--- config.mk ---
export PLATFORM = sky130hd
export DESIGN_NAME = ternary_sampler_stream
export DESIGN_NICKNAME = d
export VERILOG_FILES = /design/src/rtl/ternary_sampler_stream.sv
export SDC_FILE = /design/constraint.sdc
export NUM_CORES = 1
export LEC_CHECK = 0
export ABC_AREA = 1
export BUFFER_PORTS_ARGS = -buffer_cell sky130_fd_sc_hd__buf_2
export CAP_MARGIN = 30
export CORE_UTILIZATION = 30
export DETAILED_ROUTE_END_ITERATION = 10
export HOLD_SLACK_MARGIN = 0.06
export PLACE_DENSITY = 0.62
export SLEW_MARGIN = 30
export SYNTH_ARGS = -nofsm -noshare
export SYNTH_HDL_FRONTEND = slang
export SYNTH_SLANG_ARGS = --single-unit
--- constraint.sdc ---
create_clock -name clk -period 2 [get_ports clk]
set_clock_uncertainty 0.1 [all_clocks]
set_input_delay 0.4 -clock clk [delete_from_list [all_inputs] [get_ports clk]]
set_output_delay 0.4 -clock clk [all_outputs]
set_load 0.03 [all_outputs]
--- src/rtl/ternary_sampler_stream.sv ---
// Streaming ternary sampler: reduces each input byte mod 3 to a 2-bit coefficient,
// LANES bytes per beat, with a single registered output stage and a ragged final beat.
module ternary_sampler_stream #(
    parameter int unsigned N_COEF = 701,
    parameter int unsigned LANES  = 4,
    parameter int unsigned CNT_W  = $clog2(N_COEF + 1)
) (
    input  logic                 clk,
    input  logic                 rst_n,
    input  logic                 start,
    input  logic                 signed_en,
    input  logic [8*LANES-1:0]   in_data,
    input  logic                 in_valid,
    output logic                 in_ready,
    output logic [2*LANES-1:0]   coef_data,
    output logic [LANES-1:0]     coef_keep,
    output logic                 coef_valid,
    input  logic                 coef_ready,
    output logic                 coef_last,
    output logic                 busy,
    output logic                 done
);

    // Wide enough that count + LANES never wraps, for any LANES up to 16.
    localparam int unsigned SUM_W = CNT_W + 5;
    localparam logic [SUM_W-1:0] NCOEF_S = SUM_W'(N_COEF);
    localparam logic [SUM_W-1:0] LANES_S = SUM_W'(LANES);

    typedef enum logic [1:0] {
        StIdle,
        StRun,
        StDrain,
        StDone
    } state_e;

    state_e state_q, state_d;

    logic [CNT_W-1:0]   count_q, count_d;
    logic               signed_q, signed_d;
    logic [2*LANES-1:0] coef_data_q, coef_data_d;
    logic [LANES-1:0]   coef_keep_q, coef_keep_d;
    logic               coef_last_q, coef_last_d;
    logic               coef_valid_q, coef_valid_d;

    logic [SUM_W-1:0]   count_ext;
    logic [SUM_W-1:0]   count_sum;
    logic [SUM_W-1:0]   remain;
    logic               beat_last;
    logic               in_fire;
    logic               out_fire;
    logic               ready_int;
    logic [2*LANES-1:0] lane_code;
    logic [LANES-1:0]   lane_keep;

    // Byte mod 3 by folding base-4 digits (4 == 1 mod 3), exact for 0..255.
    function automatic logic [1:0] mod3(input logic [7:0] b);
        logic [3:0] s1;
        logic [2:0] s2;
        logic [1:0] s3;
        s1 = 4'(b[7:6]) + 4'(b[5:4]) + 4'(b[3:2]) + 4'(b[1:0]);
        s2 = 3'(s1[3:2]) + 3'(s1[1:0]);
        s3 = s2[1:0] + 2'(s2[2]);
        return (s3 == 2'd3) ? 2'd0 : s3;
    endfunction

    // Residue 2 becomes -1 (2'b11) in signed mode.
    function automatic logic [1:0] encode(input logic [7:0] b, input logic sgn);
        logic [1:0] r;
        r = mod3(b);
        return (sgn && (r == 2'd2)) ? 2'b11 : r;
    endfunction

    // Handshake qualifiers and tail detection for the current beat.
    always_comb begin
        ready_int = (state_q == StRun) && (!coef_valid_q || coef_ready);
        in_fire   = in_valid && ready_int;
        out_fire  = coef_valid_q && coef_ready;
        count_ext = SUM_W'(count_q);
        count_sum = count_ext + LANES_S;
        beat_last = (count_sum >= NCOEF_S);
        remain    = NCOEF_S - count_ext;
    end

    // Per-lane reduction and keep mask; masked tail lanes are forced to zero.
    always_comb begin
        lane_code = '0;
        lane_keep = '0;
        for (int k = 0; k < LANES; k++) begin
            lane_keep[k] = !beat_last || (SUM_W'(k) < remain);
            if (lane_keep[k]) begin
                lane_code[2*k +: 2] = encode(in_data[8*k +: 8], signed_q);
            end
        end
    end

    // State register.
    always_ff @(posedge clk or negedge rst_n) begin
        if (!rst_n) begin
            state_q <= StIdle;
        end else begin
            state_q <= state_d;
        end
    end

    // Next-state logic.
    always_comb begin
        state_d = state_q;
        unique case (state_q)
            StIdle:  if (start) state_d = StRun;
            StRun:   if (in_fire && beat_last) state_d = StDrain;
            StDrain: if (out_fire) state_d = StDone;
            StDone:  state_d = StIdle;
            default: state_d = StIdle;
        endcase
    end

    // Next values for the job counter, latched encoding and output register.
    always_comb begin
        count_d      = count_q;
        signed_d     = signed_q;
        coef_data_d  = coef_data_q;
        coef_keep_d  = coef_keep_q;
        coef_last_d  = coef_last_q;
        coef_valid_d = coef_valid_q;

        if ((state_q == StIdle) && start) begin
            count_d  = '0;
            signed_d = signed_en;
        end else if (in_fire) begin
            // Saturate at N_COEF on the final beat so the counter cannot wrap.
            count_d = beat_last ? CNT_W'(N_COEF) : count_q + CNT_W'(LANES);
        end

        // A load wins over a drain so back-to-back beats flow without a bubble.
        if (in_fire) begin
            coef_data_d  = lane_code;
            coef_keep_d  = lane_keep;
            coef_last_d  = beat_last;
            coef_valid_d = 1'b1;
        end else if (out_fire) begin
            coef_valid_d = 1'b0;
        end
    end

    // Datapath and counter registers.
    always_ff @(posedge clk or negedge rst_n) begin
        if (!rst_n) begin
            count_q      <= '0;
            signed_q     <= 1'b0;
            coef_data_q  <= '0;
            coef_keep_q  <= '0;
            coef_last_q  <= 1'b0;
            coef_valid_q <= 1'b0;
        end else begin
            count_q      <= count_d;
            signed_q     <= signed_d;
            coef_data_q  <= coef_data_d;
            coef_keep_q  <= coef_keep_d;
            coef_last_q  <= coef_last_d;
            coef_valid_q <= coef_valid_d;
        end
    end

    // Output decode.
    always_comb begin
        in_ready   = ready_int;
        coef_data  = coef_data_q;
        coef_keep  = coef_keep_q;
        coef_last  = coef_last_q;
        coef_valid = coef_valid_q;
        busy       = (state_q == StRun) || (state_q == StDrain);
        done       = (state_q == StDone);
    end

endmodule

==> results of run 1 <==
-- cell usage in the layout (no fill, tap or decap), drive strengths merged --
master	count
nand2	77
buf	61
inv	43
dfrtp	26
ha	23
nand3	20
fa	20
o21ai	17
nor2	9
nand4	5
clkbuf	5
xnor2	5
a21oi	2
or2	2
nor4	1
xor2	1
clkinv	1
dlygate4sd3	1
-- path summary, 6_finish.rpt --
kind / startpoint / endpoint / slack (ns)
min: coef_ready / coef_valid / 0.22
min reg2reg: coef_keep[1] / coef_keep[1] / 0.38
max: in_data[1] / coef_data[1] / -1.47
min in group asynchronous: rst_n / coef_data[0] / 0.56
max in group asynchronous: rst_n / count_q[3] / 0.81
max reg2reg: count_q[2] / state_q[1] / 0.14
-- worst register-to-register path: stages, from the launching register on --
cell and delay, ns:
dfrtp_1 0.43, inv_2 0.09, ha_4 0.20, o21ai_2 0.13, nand2_1 0.06, nor2_1 0.08
nand2_1 0.06, nand2_1 0.05, nand2_1 0.08, nand2_4 0.13, nand3_4 0.10, nand2_4 0.09
nand2_2 0.05, nand2_1 0.05, nand2_1 0.04
-- cell families (layout without fill, tap and decap cells) --
kind of cell	count (synthesis)	in the layout	share of synthesized area (%)
DFF	26	26	30.2
and+or+nand+nor	114	114	23.2
adders and majority gates	43	43	31.9
xor gates and xnor gates	6	6	2.44
AOI/OAI and AO/OA	19	19	4.41
buffers and inverters	45	111	7.84
-- metrics by stage --
| stage | hold WS (ns) | setup slack [ns] | setup TNS, ns | total power (µW) |
|---|---|---|---|---|
| finish | 0.217 | -1.47 | -10.72 | 3480 |
| floorplan | 0.00441 | -1.57 | -11.42 | 2360 |
| CTS | 0.214 | -1.47 | -10.72 | 3270 |
| global route | 0.225 | -1.57 | -11.68 | 3840 |
| global placement | 0.343 | -1.75 | -13.04 | 2800 |
| detailed placement | 0.353 | -1.81 | -13.17 | 2840 |
-- power by group through the flow --
stage / combinational, µW / sequential, µW / clock [µW]
floorplan: 1340 / 1010 / 0
global placement: 1990 / 811 / 0
detailed placement: 2030 / 815 / 0
CTS: 2100 / 809 / 357
global route: 2620 / 838 / 385
finish: 2330 / 814 / 339
-- state kept, by name, summed over array words and instances (netlist names) --
name        count
coef_data       8
coef_keep       4
coef_last       1
coef_valid      1
count_q         9
signed_q        1
state_q         2
-- area by class of cell --
cell class | count | area [µm²] | share of cell area [%]
Multi-Input combinational cell | 182 | 1550 | 53.2
Sequential cell | 26 | 652 | 22.4
Timing Repair Buffer | 63 | 372 | 12.7
Inverter | 44 | 165 | 5.66
Tap cell | 96 | 120 | 4.12
Clock buffer | 4 | 55.1 | 1.89
-- layer usage --
layer	up-vias	global-route usage, %
met5	-	0
met4	0	2.58
met3	4	2.29
li1	922	-
met2	51	23.6
met1	867	16.2
-- timing repair --
item	in CTS	in global routing
hold buffers	1	0
setup buffers	1	3
endpoints found under the setup margin	8	22
gates cloned	0	0
pin swaps	16	11
hold endpoints to repair	26	0
gates resized for setup	8	24
==> summary.txt, run 1 <==
Status
  • Outcome: complete, but fails checks
  • Failing checks: setup timing

Clock tree
  • CTS Sinks: 26
  • CTS root buf: clkbuf_8
  • Clock latency on the worst-skew pair: 0.27 ns
  • TritonCTS buffer count: 3
  • Clk slew on worst S/H paths: 0.09 ns
  • Clock tree buffer depth: 2
  • CTS tree: yes
  • H-Tree Depth: 1

Global routing
  • Total gr overflow: 0
  • First-pass GRT wire length: 7820 µm
  • Initial antenna violation count: 0
  • Vias in the first global route: 1810
  • Gr usage total: 13.0%
  • Largest net degree at the start of global routing: 27

Placed design
  • GP Congestion: 0.879
  • Count of buffers from port buffering: 54
  • Dpl cells: 406
  • DPL Wire Length: 3590 µm
  • DP Area: 2690 µm²

Final layout
  • Share of cells above drive strength 1: 35.4%
  • Number of diodes: 0
  • Area Growth Syn to Fin: 35.3%
  • Design Area, Final: 2920 µm²
  • Core Util, Final: 42.5%
  • Final Non-Filler Cells: 415
  • Layout Nets: 401
  • Number of fill cells in the layout: 702

Setup path
  • Worst path arrival time: 3.57 ns
  • Critical path peak fanout: 2
  • Largest stage delay on the critical path: 0.53 ns
  • Critical path launch point type: primary input
  • Slowest cell on crit path: fa_1
  • WP data required: 2.11 ns
  • CP Capture Type: register
  • Cell depth of the worst setup path: 14
  • Worst r2r path cells: 14
  • Crit path max-delay family: adder cells
  • Worst path cell trace: buf_6 -> fa_1 -> inv_1 -> fa_1 -> inv_1 -> ha_2 -> fa_1 -> ha_2 -> fa_2 -> ha_4 -> xnor2_2 -> or2_4 -> buf_4 -> o21ai_2
  • Crit-path most repeated cell: fa_1
  • Crit path buffers/inverters: 4
  • Kind of critical path: in2reg

Yosys
  • Yosys warns: 0
  • Cell variety after synth: 20
  • Synthesized area per cell: 8.52 µm²
  • Async set-reset flop share out of synthesis: 100%
  • Ranking of synthesized cells by area: dfrtp_1 (30%), fa_1 (19%), ha_1 (13%), nand2_1 (13%), inv_1 (7.1%)
  • Synth Net Count: 334
  • Mapped Area: 2160 µm²
  • Commonest cells in the netlist: nand2_1 (72), inv_1 (41), dfrtp_1 (26), ha_1 (23), fa_1 (20)
  • Area fraction of the dominant cell type after synthesis: 30.2%
  • Post-Synthesis Cells: 253
  • Ys flop type: dfrtp_1
  • Most area-hungry cell type in the Yosys netlist: dfrtp_1
  • Post-synthesis sequential area ratio: 30.2%
  • Top-count cell post-synth: nand2_1
  • Number of synthesized register bits: 26
  • EDFF count, synth: 0

Timing
  • Tcrit/Tclk final: 173%
  • Final setup margin: -1.47 ns
  • Worst-Margin Slew: 0.600 ns
  • Worst slew margin: 60.0%
  • Final hold vios: 0
  • F_max: 289 MHz
  • Fin. max-slew vios: 0
  • Unrepaired setup endpoints after global routing: true
  • # setup viols final: 8
  • Tmin final: 3.47 ns

Power and ir drop
  • Clock share of power: 9.7%
  • Register share of total power: 23.4%
  • Leak Pwr: 0.00153 µW
  • Logic pwr share: 66.9%
  • Pwr dens: 1190 nW/µm²
  • Power Internal: 1920 µW
  • Switching portion of total power: 45.0%
  • Worst ir drop on vdd: 0.638 mV
  • NetSw: 1560 µW

Detailed routing
  • Met3 wire length: 253 µm
  • Residual DRC: 0
  • Via count: 1844
  • Post-DR vias/cell: 4.44
  • Top layer in use: met4
  • Met2 routed WL: 2280 µm
  • Routed WL: 4510 µm
  • Drt wl/cell: 10.9 µm
  • Initial DRC count: 71
  • Final ANT Viol Nets: 0
  • Met1 wire length: 1940 µm
  • Drt first pass iters: 4

Die
  • Ports: 55
  • Core Area: 6870 µm²
  • Die W: 86.8 µm
  • Site Rows: 30
  • Die height: 86.8 µm
  • Initial core utilization: 31.4%
  • Die footprint: 7530 µm²

Hold path
  • Min-Delay Path Class: in2reg
  • Worst Hold Path Cells: 2

Run
  • Max Cap Violations: 0
No activity file was read; power rests on OpenSTA's default activity.
==> run 2: changes to the inputs <==
--- a/config.mk
+++ b/config.mk
@@ -5,10 +5,11 @@
 export SDC_FILE = /design/constraint.sdc
 export NUM_CORES = 1
 export LEC_CHECK = 0
-export ABC_AREA = 1
+export ABC_AREA = 0
 export BUFFER_PORTS_ARGS = -buffer_cell sky130_fd_sc_hd__buf_2
 export CAP_MARGIN = 30
 export CORE_UTILIZATION = 30
+export CTS_BUF_LIST = sky130_fd_sc_hd__clkbuf_8
 export DETAILED_ROUTE_END_ITERATION = 10
 export HOLD_SLACK_MARGIN = 0.06
 export PLACE_DENSITY = 0.62
==> run 2 against run 1 <==
The flow still finishes with violations (setup timing). Utilization is 4.3 points higher. Non-clock buffer count is 36 higher. First-iteration DRC count is 7.0% higher. Sequential power is 5.5% higher.
==> summary.txt, run 2 <==
Global routing
  • Largest net degree at the start of global routing: 27
  • Initial antenna violation count: 0
  • Gr usage total: 15.7%
  • Vias in the first global route: 2075
  • Total gr overflow: 0
  • First-pass GRT wire length: 9490 µm

Final layout
  • Core Util, Final: 46.8%
  • Area Growth Syn to Fin: 51.0%
  • Most frequent cells in the layout: buf_2 (50), buf_4 (34), inv_1 (23), dfrtp_1 (23), nand2_1 (21)
  • Number of flip-flops under the largest register name: 9
  • Share of cells above drive strength 1: 53.2%
  • Design Area, Final: 3390 µm²
  • Number of diodes: 0
  • Top reg by flops: count_q
  • Layout Nets: 396
  • Most common cell after layout, fill and taps aside: buf_2

Status
  • Outcome: complete, but fails checks
  • Failing checks: setup timing

Die
  • Initial core utilization: 31.0%
  • Site Rows: 31
  • Die W: 88.6 µm
  • Ports: 55
  • Die footprint: 7840 µm²
  • Die height: 88.6 µm
  • Core Area: 7250 µm²

Setup path
  • Worst path arrival time: 3.71 ns
  • Crit-path most repeated cell: fa_1
  • Crit path max-delay family: adder cells
  • Kind of critical path: in2reg
  • Slowest cell on crit path: fa_1
  • Critical path launch point type: primary input
  • WP data required: 2.10 ns
  • Crit path buffers/inverters: 3
  • Largest stage delay on the critical path: 0.55 ns
  • Critical path peak fanout: 3
  • CP Capture Type: register
  • Worst path cell trace: buf_6 -> fa_1 -> inv_2 -> fa_1 -> inv_1 -> ha_2 -> fa_1 -> ha_2 -> fa_2 -> xor2_2 -> nand2_1 -> mux2_2 -> a221oi_2

Timing
  • F_max: 277 MHz
  • Worst-Margin Slew: 0.595 ns
  • # setup viols final: 22
  • Final hold vios: 0
  • Fin. max-slew vios: 0
  • Worst slew margin: 60.4%
  • Unrepaired setup endpoints after global routing: true
  • Final setup margin: -1.62 ns
  • Tmin final: 3.62 ns
  • Tcrit/Tclk final: 181%

Detailed routing
  • Post-DR vias/cell: 4.64
  • Routed WL: 5550 µm
  • Met3 wire length: 134 µm
  • Drt first pass iters: 4
  • Met2 routed WL: 2920 µm
  • Final ANT Viol Nets: 0
  • Top layer in use: met4
  • Drt wl/cell: 13.4 µm
  • Via count: 1916
  • Residual DRC: 0
  • Met1 wire length: 2420 µm
  • Initial DRC count: 76

Clock tree
  • CTS root buf: clkbuf_8
  • Clk slew on worst S/H paths: 0.10 ns
  • TritonCTS buffer count: 3
  • Clock tree buffer depth: 2
  • H-Tree Depth: 1
  • Clock latency on the worst-skew pair: 0.28 ns
  • CTS Sinks: 26
  • CTS tree: yes

Yosys
  • Async set-reset flop share out of synthesis: 100%
  • Post-Synthesis Cells: 219
  • Most area-hungry cell type in the Yosys netlist: dfrtp_1
  • Area fraction of the dominant cell type after synthesis: 28.9%
  • Top-count cell post-synth: dfrtp_1
  • Cell variety after synth: 47
  • Synthesized area per cell: 10.3 µm²
  • EDFF count, synth: 0
  • Ranking of synthesized cells by area: dfrtp_1 (29%), fa_1 (18%), ha_1 (13%), inv_1 (4.2%), nand2_1 (4.0%)
  • Post-synthesis sequential area ratio: 28.9%
  • Mapped Area: 2250 µm²
  • Commonest cells in the netlist: dfrtp_1 (26), inv_1 (25), nand2_1 (24), ha_1 (23), fa_1 (20)
  • Number of synthesized register bits: 26
  • Ys flop type: dfrtp_1
  • Synth Net Count: 300
  • Yosys warns: 0

Power and ir drop
  • Leak Pwr: 0.00155 µW
  • Pwr dens: 1110 nW/µm²
  • Worst ir drop on vdd: 0.736 mV

Hold path
  • Min-Delay Path Class: in2reg

Placed design
  • DPL Wire Length: 4060 µm
  • DP Area: 3000 µm²
  • Count of buffers from port buffering: 54
  • GP Congestion: 0.826

Run
  • Max Cap Violations: 0
run 2: layout make-up:
class	count	area [µm²]
fill	693	3860
clock buffer	3	41.3
tap	99	124
sequential	26	654
multi-input combinational	160	1780
clock inverter	1	30.0
timing repair buffer	99	673
inverter	25	93.8
run 2: power by group:
group	internal, µW	switching, µW
registers	688	171
logic	1180	1280
clock network	268	186
run 2: worst paths after layout:
| check | to | cells past startpoint | from | slack, ns |
|---|---|---|---|---|
| setup / recovery | coef_data[0] | 13 | in_data[1] | -1.62 |
| hold / removal | signed_q | 2 | signed_en | 0.26 |
| setup reg to reg | state_q[1] | 7 | count_q[3] | -0.33 |
| hold reg to reg | coef_last | 2 | coef_last | 0.40 |
| max in group asynchronous | count_q[2] | 2 | rst_n | 0.83 |
| min in group asynchronous | state_q[0] | 2 | rst_n | 0.54 |
run 2: worst register-to-register path, stage by stage, from the launching register on:
cell	delay, ns
dfrtp_2	0.47
ha_4	0.21
and4b_1	0.20
a221oi_2	0.23
nor2_2	0.09
o311ai_4	0.36
a221o_1	0.26
mux2_4	0.30
run 2: cell families after synthesis:
| family | Yosys count | synth area share (%) |
|---|---|---|
| buffers and inverters | 34 | 7.01 |
| XOR/XNOR | 8 | 3.12 |
| flip-flops | 26 | 28.9 |
| adder cells (fa/ha/maj) | 43 | 30.6 |
| multiplexers | 3 | 1.67 |
| AO/OA/AOI/OAI | 35 | 13.3 |
| AND/OR/NAND/NOR | 70 | 15.4 |
run 2: what timing repair did:
action                                 in CTS  in global routing
cloned                                      1                  0
pin swaps                                  37                 19
endpoints found under the hold margin      26                  0
hold buffers                                1                  0
resized for setup                          40                 14
setup buffers                               7                  3
setup endpoints to repair                  23                 23
run 2: stage by stage:
step	std cells	setup WS (ns)	power [µW]	hold WS, ns	setup TNS, ns
after floorplan	219	-1.68	2350	0.00441	-12.84
after global placement	401	-1.87	2930	0.347	-16.40
after detailed placement	401	-1.95	2990	0.352	-17.19
after CTS	412	-1.60	3700	0.250	-13.10
after global routing	413	-1.75	4090	0.257	-15.46
final	413	-1.62	3770	0.257	-13.27
run 2: per-layer routing:
layer | global-route usage [%] | up-vias
met4 | 4.55 | 0
met2 | 28.5 | 47
met3 | 1.68 | 8
met1 | 19.7 | 927
li1 | - | 934
met5 | 0 | -
